==> src/rtl/frogger_pkg.sv <==
// rtl/frogger_pkg.sv - shared types and defaults for the frogger move-input block
//
// Purpose : direction encoding, input FSM state encoding, default timing
//           constants and the key priority helper.
// Ports   : none (package)
package frogger_pkg;

  typedef enum logic [1:0] {
    DIR_R = 2'd0,
    DIR_L = 2'd1,
    DIR_U = 2'd2,
    DIR_D = 2'd3
  } move_dir_t;

  typedef enum logic [1:0] {
    ST_IDLE     = 2'd0,
    ST_FIRE     = 2'd1,
    ST_WAIT_REL = 2'd2
  } input_state_t;

  localparam int DEFAULT_DEBOUNCE_CYCLES = 1_000_000;
  localparam int DEFAULT_REPEAT_DELAY    = 25_000_000;
  localparam int DEFAULT_REPEAT_PERIOD   = 10_000_000;

  // held bit order is {d,u,l,r}; R wins over L over U over D
  function automatic move_dir_t pri_dir(input logic [3:0] held);
    if (held[0])      return DIR_R;
    else if (held[1]) return DIR_L;
    else if (held[2]) return DIR_U;
    else              return DIR_D;
  endfunction

endpackage

==> src/rtl/key_debounce.sv <==
// rtl/key_debounce.sv - two-flop synchroniser plus debouncer for one raw key
//
// Purpose : bring one asynchronous active-low key into the clock domain and
//           accept a new level only after it has been stable long enough.
// Ports   : clk       in  1  system clock
//           rst       in  1  asynchronous active-high reset
//           i_key_n   in  1  raw key, active-low, asynchronous
//           o_level   out 1  debounced level, active-high (1 = pressed)
module key_debounce #(
  parameter int DEBOUNCE_CYCLES = 1_000_000
) (
  input  logic clk,
  input  logic rst,
  input  logic i_key_n,
  output logic o_level
);

  localparam int CNT_W = (DEBOUNCE_CYCLES > 2) ? $clog2(DEBOUNCE_CYCLES) : 1;
  localparam logic [CNT_W-1:0] CNT_LAST = CNT_W'(DEBOUNCE_CYCLES - 1);

  logic             r_sync1_n;
  logic             r_sync2_n;
  logic             r_stable;
  logic [CNT_W-1:0] r_cnt;
  logic             w_synced;

  // Sync flops reset to 1 so a key held through reset looks released and
  // must be re-debounced afterwards.
  always_ff @(posedge clk or posedge rst) begin
    if (rst) begin
      r_sync1_n <= 1'b1;
      r_sync2_n <= 1'b1;
    end else begin
      r_sync1_n <= i_key_n;
      r_sync2_n <= r_sync1_n;
    end
  end

  assign w_synced = ~r_sync2_n;

  // Counter only runs while synced and stable disagree, so it saturates at
  // CNT_LAST by accepting the new level rather than wrapping.
  always_ff @(posedge clk or posedge rst) begin
    if (rst) begin
      r_cnt    <= '0;
      r_stable <= 1'b0;
    end else if (w_synced == r_stable) begin
      r_cnt <= '0;
    end else if (r_cnt == CNT_LAST) begin
      r_cnt    <= '0;
      r_stable <= w_synced;
    end else begin
      r_cnt <= r_cnt + 1'b1;
    end
  end

  assign o_level = r_stable;

endmodule

==> src/rtl/frogger_move_input.sv <==
// rtl/frogger_move_input.sv - key conditioning into single-cycle move commands
//
// Purpose : four debounced keys feed a priority/lockout FSM that emits one
//           move_valid pulse per press with a 2-bit direction code.
// Ports   : CLOCK_50    in  1  system clock, 50 MHz
//           reset       in  1  asynchronous active-high reset
//           move_r/l/u/d in 1  raw keys, active-low, asynchronous
//           move_valid  out 1  one-cycle pulse: a move is commanded
//           move_dir    out 2  0=R 1=L 2=U 3=D, held between pulses
//           keys_held   out 4  debounced levels, active-high, {d,u,l,r}
// Config  : define AUTO_REPEAT_EN to add auto-repeat while the latched key
//           stays held (adds REPEAT_DELAY / REPEAT_PERIOD parameters).
module frogger_move_input
  import frogger_pkg::*;
#(
  parameter int DEBOUNCE_CYCLES = DEFAULT_DEBOUNCE_CYCLES
`ifdef AUTO_REPEAT_EN
  ,
  parameter int REPEAT_DELAY    = DEFAULT_REPEAT_DELAY,
  parameter int REPEAT_PERIOD   = DEFAULT_REPEAT_PERIOD
`endif
) (
  input  logic       CLOCK_50,
  input  logic       reset,
  input  logic       move_r,
  input  logic       move_l,
  input  logic       move_u,
  input  logic       move_d,
  output logic       move_valid,
  output logic [1:0] move_dir,
  output logic [3:0] keys_held
);

  logic [3:0]   w_raw_n;
  logic [3:0]   w_held;
  input_state_t r_state;
  input_state_t w_next;
  move_dir_t    r_lat_dir;
  move_dir_t    r_move_dir;
  logic         r_move_valid;
  logic         w_fire;
  logic         w_any_held;

  assign w_raw_n    = {move_d, move_u, move_l, move_r};
  assign w_any_held = |w_held;

  for (genvar g = 0; g < 4; g++) begin : g_key
    key_debounce #(
      .DEBOUNCE_CYCLES(DEBOUNCE_CYCLES)
    ) u_key (
      .clk     (CLOCK_50),
      .rst     (reset),
      .i_key_n (w_raw_n[g]),
      .o_level (w_held[g])
    );
  end

  // State register; the direction is latched on the IDLE->FIRE transition so
  // later key changes cannot alter the commanded move.
  always_ff @(posedge CLOCK_50 or posedge reset) begin
    if (reset) begin
      r_state   <= ST_IDLE;
      r_lat_dir <= DIR_R;
    end else begin
      r_state <= w_next;
      if (r_state == ST_IDLE && w_any_held) begin
        r_lat_dir <= pri_dir(w_held);
      end
    end
  end

  always_comb begin
    w_next = r_state;
    case (r_state)
      ST_IDLE:     if (w_any_held) w_next = ST_FIRE;
      ST_FIRE:     w_next = ST_WAIT_REL;
      ST_WAIT_REL: if (!w_any_held) w_next = ST_IDLE;
      default:     w_next = ST_IDLE;
    endcase
  end

`ifdef AUTO_REPEAT_EN
  localparam int REP_MAX = (REPEAT_DELAY > REPEAT_PERIOD) ? REPEAT_DELAY : REPEAT_PERIOD;
  localparam int REP_W   = (REP_MAX > 2) ? $clog2(REP_MAX) : 1;

  logic [REP_W-1:0] r_rep_cnt;
  logic             r_rep_live;
  logic             w_lat_held;
  logic             w_rep_fire;

  assign w_lat_held = w_held[r_lat_dir];

  // Countdown reaches zero on the cycle before each repeat pulse is
  // registered; once the latched key drops, repeats stay off until IDLE.
  always_ff @(posedge CLOCK_50 or posedge reset) begin
    if (reset) begin
      r_rep_cnt  <= '0;
      r_rep_live <= 1'b0;
    end else if (r_state == ST_FIRE) begin
      r_rep_cnt  <= REP_W'(REPEAT_DELAY - 1);
      r_rep_live <= 1'b1;
    end else if (r_state == ST_WAIT_REL) begin
      if (!w_lat_held) begin
        r_rep_live <= 1'b0;
      end else if (r_rep_cnt == '0) begin
        r_rep_cnt <= REP_W'(REPEAT_PERIOD - 1);
      end else begin
        r_rep_cnt <= r_rep_cnt - 1'b1;
      end
    end else begin
      r_rep_live <= 1'b0;
    end
  end

  assign w_rep_fire = (r_state == ST_WAIT_REL) && r_rep_live && w_lat_held &&
                      (r_rep_cnt == '0);
`endif

  always_comb begin
    w_fire = (r_state == ST_FIRE);
`ifdef AUTO_REPEAT_EN
    if (w_rep_fire) w_fire = 1'b1;
`endif
  end

  // Registered outputs: the pulse appears one edge after the FIRE state.
  always_ff @(posedge CLOCK_50 or posedge reset) begin
    if (reset) begin
      r_move_valid <= 1'b0;
      r_move_dir   <= DIR_R;
    end else begin
      r_move_valid <= w_fire;
      if (w_fire) r_move_dir <= r_lat_dir;
    end
  end

  assign move_valid = r_move_valid;
  assign move_dir   = r_move_dir;
  assign keys_held  = w_held;

endmodule
==> config.mk <==
export PLATFORM = sky130hd
export DESIGN_NAME = frogger_move_input
export DESIGN_NICKNAME = d
export VERILOG_FILES = /design/src/rtl/frogger_pkg.sv /design/src/rtl/key_debounce.sv /design/src/rtl/frogger_move_input.sv
export SDC_FILE = /design/constraint.sdc
export NUM_CORES = 1
export LEC_CHECK = 0
export CAP_MARGIN = 20
export CELL_PAD_IN_SITES_DETAIL_PLACEMENT = 1
export CELL_PAD_IN_SITES_GLOBAL_PLACEMENT = 2
export CORE_MARGIN = 3
export CORE_UTILIZATION = 43
export CTS_CLUSTER_DIAMETER = 150
export CTS_CLUSTER_SIZE = 16
export DETAILED_ROUTE_END_ITERATION = 8
export PLACE_DENSITY = 0.87
export SYNTH_ARGS = -nofsm -noshare
export SYNTH_HDL_FRONTEND = slang
export SYNTH_SLANG_ARGS = --single-unit
==> constraint.sdc <==
create_clock -name CLOCK_50 -period 4.9 [get_ports CLOCK_50]
set_input_delay 0.98 -clock CLOCK_50 [delete_from_list [all_inputs] [get_ports CLOCK_50]]
set_output_delay 0.98 -clock CLOCK_50 [all_outputs]
set_load 0.02 [all_outputs]
==> results of run 1 <==
state kept, by name, summed over array words and instances (netlist names):
name and flops:
g_key.u_key.r_sync1_n 4, g_key.u_key.r_sync2_n 4, g_key.u_key.r_cnt 80, move_valid 1
r_state 2, g_key.u_key.o_level 4, r_lat_dir 2, move_dir 2
power breakdown:
part / leakage, nW / internal (mW) / switching, mW
Combinational: 0.635 / 0.0159 / 0.0358
Clock: 0.0998 / 0.240 / 0.302
Sequential: 1.35 / 0.830 / 0.00967
Total: 2.08 / 1.09 / 0.347
worst min-delay path by stage:
stage	from	endpoint	slack (ps)	depth (start not counted)
after floorplan	g_key[0].u_key.r_sync1_n$_DFF_PP1_	g_key[0].u_key.r_sync2_n$_DFF_PP1_	350	0
after global placement	g_key[3].u_key.r_sync1_n$_DFF_PP1_	g_key[3].u_key.r_sync2_n$_DFF_PP1_	350	0
after detailed placement	g_key[1].u_key.r_sync1_n$_DFF_PP1_	g_key[1].u_key.r_sync2_n$_DFF_PP1_	350	0
after CTS	g_key[3].u_key.r_sync1_n$_DFF_PP1_	g_key[3].u_key.r_sync2_n$_DFF_PP1_	360	0
after global routing	g_key[3].u_key.r_sync1_n$_DFF_PP1_	g_key[3].u_key.r_sync2_n$_DFF_PP1_	370	0
final	g_key[0].u_key.r_sync1_n$_DFF_PP1_	g_key[0].u_key.r_sync2_n$_DFF_PP1_	360	0
layout make-up:
cell class | instances | area [um2] | area share
clock buffers | 9 | 124 | 0.0236
clock inverters | 7 | 77.6 | 0.0148
inverters | 15 | 58.8 | 0.0112
multi-input cells | 352 | 2180 | 0.415
flip-flops and latches | 99 | 2490 | 0.474
well taps | 136 | 170 | 0.0325
repair buffers | 16 | 150 | 0.0286
metal layers:
metal	vias up	part of all wire	GRT usage
met1	1781	0.46	0.225
met4	0	0.0095	0.0389
met2	22	0.51	0.302
li1	1720	-	-
met5	-	0	0
met3	9	0.025	0.0478
metrics by stage:
stage / setup slack [ps] / total power, mW / hold slack (ps) / cell area, um2
2_1_floorplan: 1340 / 0.890 / 345 / 4800
3_3_place_gp: 2340 / 0.907 / 349 / 5040
3_5_place_dp: 2320 / 0.910 / 352 / 5040
4_1_cts: 2350 / 1.45 / 364 / 5240
5_1_grt: 2290 / 1.50 / 366 / 5240
6_report: 2390 / 1.43 / 360 / 5240
Yosys cell counts, types with 11 or more instances:
| cell type | count |
|---|---|
| nor3_1 | 11 |
| xor2_1 | 20 |
| nand4_1 | 24 |
| a21oi_1 | 22 |
| o21ai_0 | 18 |
| nor4_1 | 14 |
| inv_1 | 15 |
| nand2_1 | 34 |
| clkbuf_1 | 11 |
| or3_1 | 12 |
| nor2_1 | 66 |
| nand3_1 | 23 |
| dfrtp_1 | 91 |
| xnor2_1 | 34 |
cells by family after synthesis:
group           count (synthesis)
xor+xnor                       54
flops                          99
buf+inv                        34
fa+ha+maj                       4
mux                             3
compound gates                 56
simple gates                  235
==> impl_metrics.tcl, run 1 <==
set metrics [dict create \
    antenna_found_initial 0 \
    portBuffers 12 \
    cts_sinks 99 \
    totalWireLength_mm 10.2 \
    syn_inst 485 \
    fin_skew_ps 12.6 \
    synth_top_family_by_area "simple AND/OR/NAND/NOR gates" \
    slew-limit-headroom 0.402 \
    grt_pass1_vias 3693 \
    status "finished clean" \
    synth_top_flop_cell "dfrtp_1" \
    worstPathCellList "clkdlybuf4s50_1" \
    critical_path.top_delay_family "buffers and inverters" \
    ios 13 \
    cp.depth 1 \
    syn_area_um2 4800 \
    slowest_delay_ps 650 \
    drt_first_iter_violations 190 \
    cts_resized 0 \
    min_path_type "register to register" \
    cpMaxStageDelayCell "clkdlybuf4s50_1" \
    ys_seq_area_frac 0.518 \
    gp_congestion 0.754 \
    synth_top_area_cell "dfrtp_1" \
    worstSetupStartpoint "g_key[0].u_key.o_level$_DFFE_PP0P_" \
    instances_no_fill 634 \
    path_buf_inv 1 \
    cts_made_buffers 9 \
    coreArea_um2 10600 \
    postCtsSetupBuffers 0 \
    p_per_area_nw_per_um2 273 \
    clock.fmax_mhz 398 \
    fin_crit_ps 2510 \
    p_leak_nw 2.08 \
    drt_first_pass_iters 4 \
    setup_viol 0 \
    drv_cap 0 \
    r2r-start "g_key[2].u_key.r_cnt[0]$_DFF_PP0_" \
    vias 3532 \
    async_flop_share 1.00 \
    fill_cells 1217 \
    worst_pin_slew_ps 897 \
    die_w_um 112 \
    grt_start_max_net_pins 74 \
    cts_root_buf "clkbuf_8" \
    row_count 37 \
    synth-xor-area-share 0.0985 \
    final_common_cell "dfrtp_1" \
    r2r_end "g_key[2].u_key.r_cnt[18]$_DFF_PP0_" \
    cp.required_ps 3920 \
    dpl.cell_count 618 \
    crit_arrival_ps 1530 \
    crit_end "keys_held[0]" \
    cts_tree "yes" \
    synth-compound-area-share 0.0717 \
    crit_type "register to output pin" \
    clockBufferDepth 2 \
    fin_util 0.495 \
    viasPerCell 5.57 \
    dp_hpwl_mm 7.14 \
    synth_top_area_share 0.474 \
    grt_pass1_wl_mm 18.2 \
    synth_adder_area_share 0.0104 \
    die_y_um 112 \
    timing.final.crit_share 0.513 \
    synth_cell_types 40 \
    finalMaxSlewViolations 0 \
    ctsHoldBuffers 0 \
    reg2reg_depth 6 \
    diodes 0 \
    rsz0062_at_grt "no" \
    synth-seq-cells 99 \
    die_area_um2 12500 \
    cp-start-kind "register" \
    synthSimpleGateAreaFrac 0.263 \
    htree_levels 3 \
    track_usage 0.177 \
    antenna_left 0 \
    setup_tns_ps 0 \
    wl_per_cell_um 16.1 \
    ys_warn_count 0 \
    postSynthAreaPerCell_um2 9.90 \
    clkSlewWorstSetupHoldPaths_ps 100 \
    ff2ff_setup_slack_ps 2530 \
    muxShareOfSynthArea 0.00677 \
    syn-num-nets 495 \
    initial_core_util 0.453 \
    ys_top_cells_by_area "dfrtp_1 (47%), xnor2_1 (6.2%), nor2_1 (5.2%)" \
    clk_latency_ps 380 \
    end_kind "output pin" \
    ir_drop_mv 0.211 \
    final_cell_mix "dfrtp_1 (91), nor2_1 (66), nand2_1 (34), xnor2_1 (34), nand4_1 (24)" \
    synth_edf_count 0 \
    worstPathMaxFanout 6 \
    fin_nets 503 \
    drc_errors 0 \
    hold_viol 0 \
    area_growth_pct 9.20 \
    overflow 0 \
    drive_gt1_frac 0.0904 \
]
Power figures use the tool's default switching activity.
==> run 2, diff against run 1 <==
--- a/config.mk
+++ b/config.mk
@@ -9,11 +9,11 @@
 export CELL_PAD_IN_SITES_DETAIL_PLACEMENT = 1
 export CELL_PAD_IN_SITES_GLOBAL_PLACEMENT = 2
 export CORE_MARGIN = 3
-export CORE_UTILIZATION = 43
+export CORE_UTILIZATION = 36
 export CTS_CLUSTER_DIAMETER = 150
 export CTS_CLUSTER_SIZE = 16
 export DETAILED_ROUTE_END_ITERATION = 8
-export PLACE_DENSITY = 0.87
+export PLACE_DENSITY = 0.78
 export SYNTH_ARGS = -nofsm -noshare
 export SYNTH_HDL_FRONTEND = slang
 export SYNTH_SLANG_ARGS = --single-unit
==> constraint.sdc (replaced) <==
create_clock -name CLOCK_50 -period 2.2 [get_ports CLOCK_50]
set_input_delay 0.44 -clock CLOCK_50 [delete_from_list [all_inputs] [get_ports CLOCK_50]]
set_output_delay 0.44 -clock CLOCK_50 [all_outputs]
set_load 0.02 [all_outputs]
==> run 2 against run 1 <==
  * Setup slack got worse by 2100 ps
  * Routed wire length rose by 0.98%
  * First-iteration DRC count up 34%
  * Clock skew shrank 6.4 ps
  * Hold slack worse by 4.5 ps
  * Sequential power is 120% higher
  * Total power rose to 2.5 times the previous value
  * Critical path depth up 5
  * Sequential share of layout area down 1.9 points
  * Global-route usage fell by 2.0 points
  * Highest routed layer unchanged
  * Utilization shrank 6.9 points
  * Critical path type is now register to register
==> impl_metrics.tcl, run 2 (synthesis gave the netlist of run 1 again) <==
set metrics [dict create \
    status "finished clean" \
    timing.final.crit_share 0.886 \
    fin_skew_ps 6.20 \
    slowest_delay_ps 630 \
    finalMaxSlewViolations 0 \
    final_cell_area_um2 5460 \
    clockBufferDepth 2 \
    largest-register "g_key.u_key.r_cnt" \
    clkSlewWorstSetupHoldPaths_ps 70 \
    setup_viol 0 \
    dpl.cell_count 660 \
    largest_reg_flops 80 \
    vias 3543 \
    cts_root_buf "clkbuf_16" \
    cts_tree "yes" \
    cp.required_ps 2420 \
    cp-start-kind "register" \
    antenna_left 0 \
    p_leak_nw 2.16 \
    grt_pass1_vias 3756 \
    diodes 0 \
    portBuffers 12 \
    cts_sinks 99 \
    fin_nets 509 \
    total_power_mw 3.60 \
    hold_viol 0 \
    die_w_um 121 \
    wl_per_cell_um 15.3 \
    drc_errors 0 \
    htree_levels 3 \
    instances_no_fill 676 \
    drv_cap 0 \
    clk_latency_ps 350 \
    viasPerCell 5.24 \
    placed_area_um2 5160 \
    coreArea_um2 12800 \
    end_kind "register" \
    ir_drop_mv 0.390 \
    fin_crit_ps 1950 \
    final_cell_mix "dfrtp_1 (91), nor2_1 (66), nand2_1 (34), xnor2_1 (34), nand4_1 (24)" \
    worst_pin_slew_ps 687 \
    slew-limit-headroom 0.538 \
    area_growth_pct 13.7 \
    postCtsSetupBuffers 0 \
    p_per_area_nw_per_um2 660 \
    worstPathMaxFanout 6 \
    track_usage 0.157 \
    drt_first_pass_iters 4 \
    row_count 41 \
    antenna_found_initial 0 \
    drt_first_iter_violations 255 \
    crit_arrival_ps 2170 \
    cts_made_buffers 9 \
    grt_start_max_net_pins 57 \
    die_y_um 121 \
    fin_util 0.426 \
    worstPathCellList "ha_1 -> nand3_1 -> buf_4 -> nor4_1 -> a31o_2 -> a21oi_1" \
    critical_path.top_delay_family "simple AND/OR/NAND/NOR gates" \
    min_path_type "register to register" \
    crit_type "register to register" \
    setup_tns_ps 0 \
    ctsHoldBuffers 0 \
    die_area_um2 14800 \
    clock.fmax_mhz 513 \
    cpMaxStageDelayCell "nor4_1" \
    initial_core_util 0.374 \
    dp_hpwl_mm 7.17 \
    totalWireLength_mm 10.3 \
    drive_gt1_frac 0.0952 \
    gp_congestion 0.785 \
    overflow 0 \
    path_buf_inv 1 \
    final_common_cell "dfrtp_1" \
    rsz0062_at_grt "no" \
    ios 13 \
    cts_resized 0 \
    grt_pass1_wl_mm 18.5 \
]
-- run 2: worst reg2reg max path, delay by kind of cell, from the launching register on --
family	cells	cell delay, ps
AO/OA/AOI/OAI	2	300
AND/OR/NAND/NOR	2	720
buffers and inverters	1	180
adder cells (fa/ha/maj)	1	220
flip-flops	1	410
-- run 2: final cells by class --
type                       count  area (um2)
inverter                      15        60.1
multi-input combinational    352        2180
clock inverter                 2        35.0
timing repair buffer          22         220
clock buffer                  14         264
sequential                    99        2490
fill                        1461        7370
tap                          172         215
-- run 2: per-layer routing --
metal,vias up,share of wire,global-route usage
met5,-,0,0
met4,0,0.014,0.0504
met3,11,0.022,0.0382
met2,22,0.50,0.255
met1,1781,0.47,0.206
li1,1729,-,-
-- run 2: metrics by stage --
stage	hold WS, ps	worst slack, ps
floorplan	345	336
global placement	346	374
detailed placement	347	266
CTS	357	209
global route	360	120
finish	356	250
-- run 2: path summary, 6_finish.rpt --
| path | from | slack, ps | cells past startpoint | to |
|---|---|---|---|---|
| worst min register to register | g_key[2].u_key.r_sync1_n$_DFF_PP1_ | 360 | 0 | g_key[2].u_key.r_sync2_n$_DFF_PP1_ |
| worst min-delay path | g_key[2].u_key.r_sync1_n$_DFF_PP1_ | 360 | 0 | g_key[2].u_key.r_sync2_n$_DFF_PP1_ |
| min in group asynchronous | reset | 390 | 2 | g_key[3].u_key.r_cnt[4]$_DFF_PP0_ |
| worst max register to register | g_key[1].u_key.r_cnt[0]$_DFF_PP0_ | 250 | 6 | g_key[1].u_key.r_cnt[18]$_DFF_PP0_ |
| worst max-delay path | g_key[1].u_key.r_cnt[0]$_DFF_PP0_ | 250 | 6 | g_key[1].u_key.r_cnt[18]$_DFF_PP0_ |
| max in group asynchronous | reset | 1190 | 3 | g_key[1].u_key.r_sync1_n$_DFF_PP1_ |
-- run 2: power by group --
| part | total (mW) | switching (mW) | internal (mW) |
|---|---|---|---|
| sequential | 1.87 | 0.0203 | 1.85 |
| clock | 1.61 | 0.664 | 0.944 |
| combinational | 0.124 | 0.0797 | 0.0439 |
| total | 3.60 | 0.764 | 2.84 |
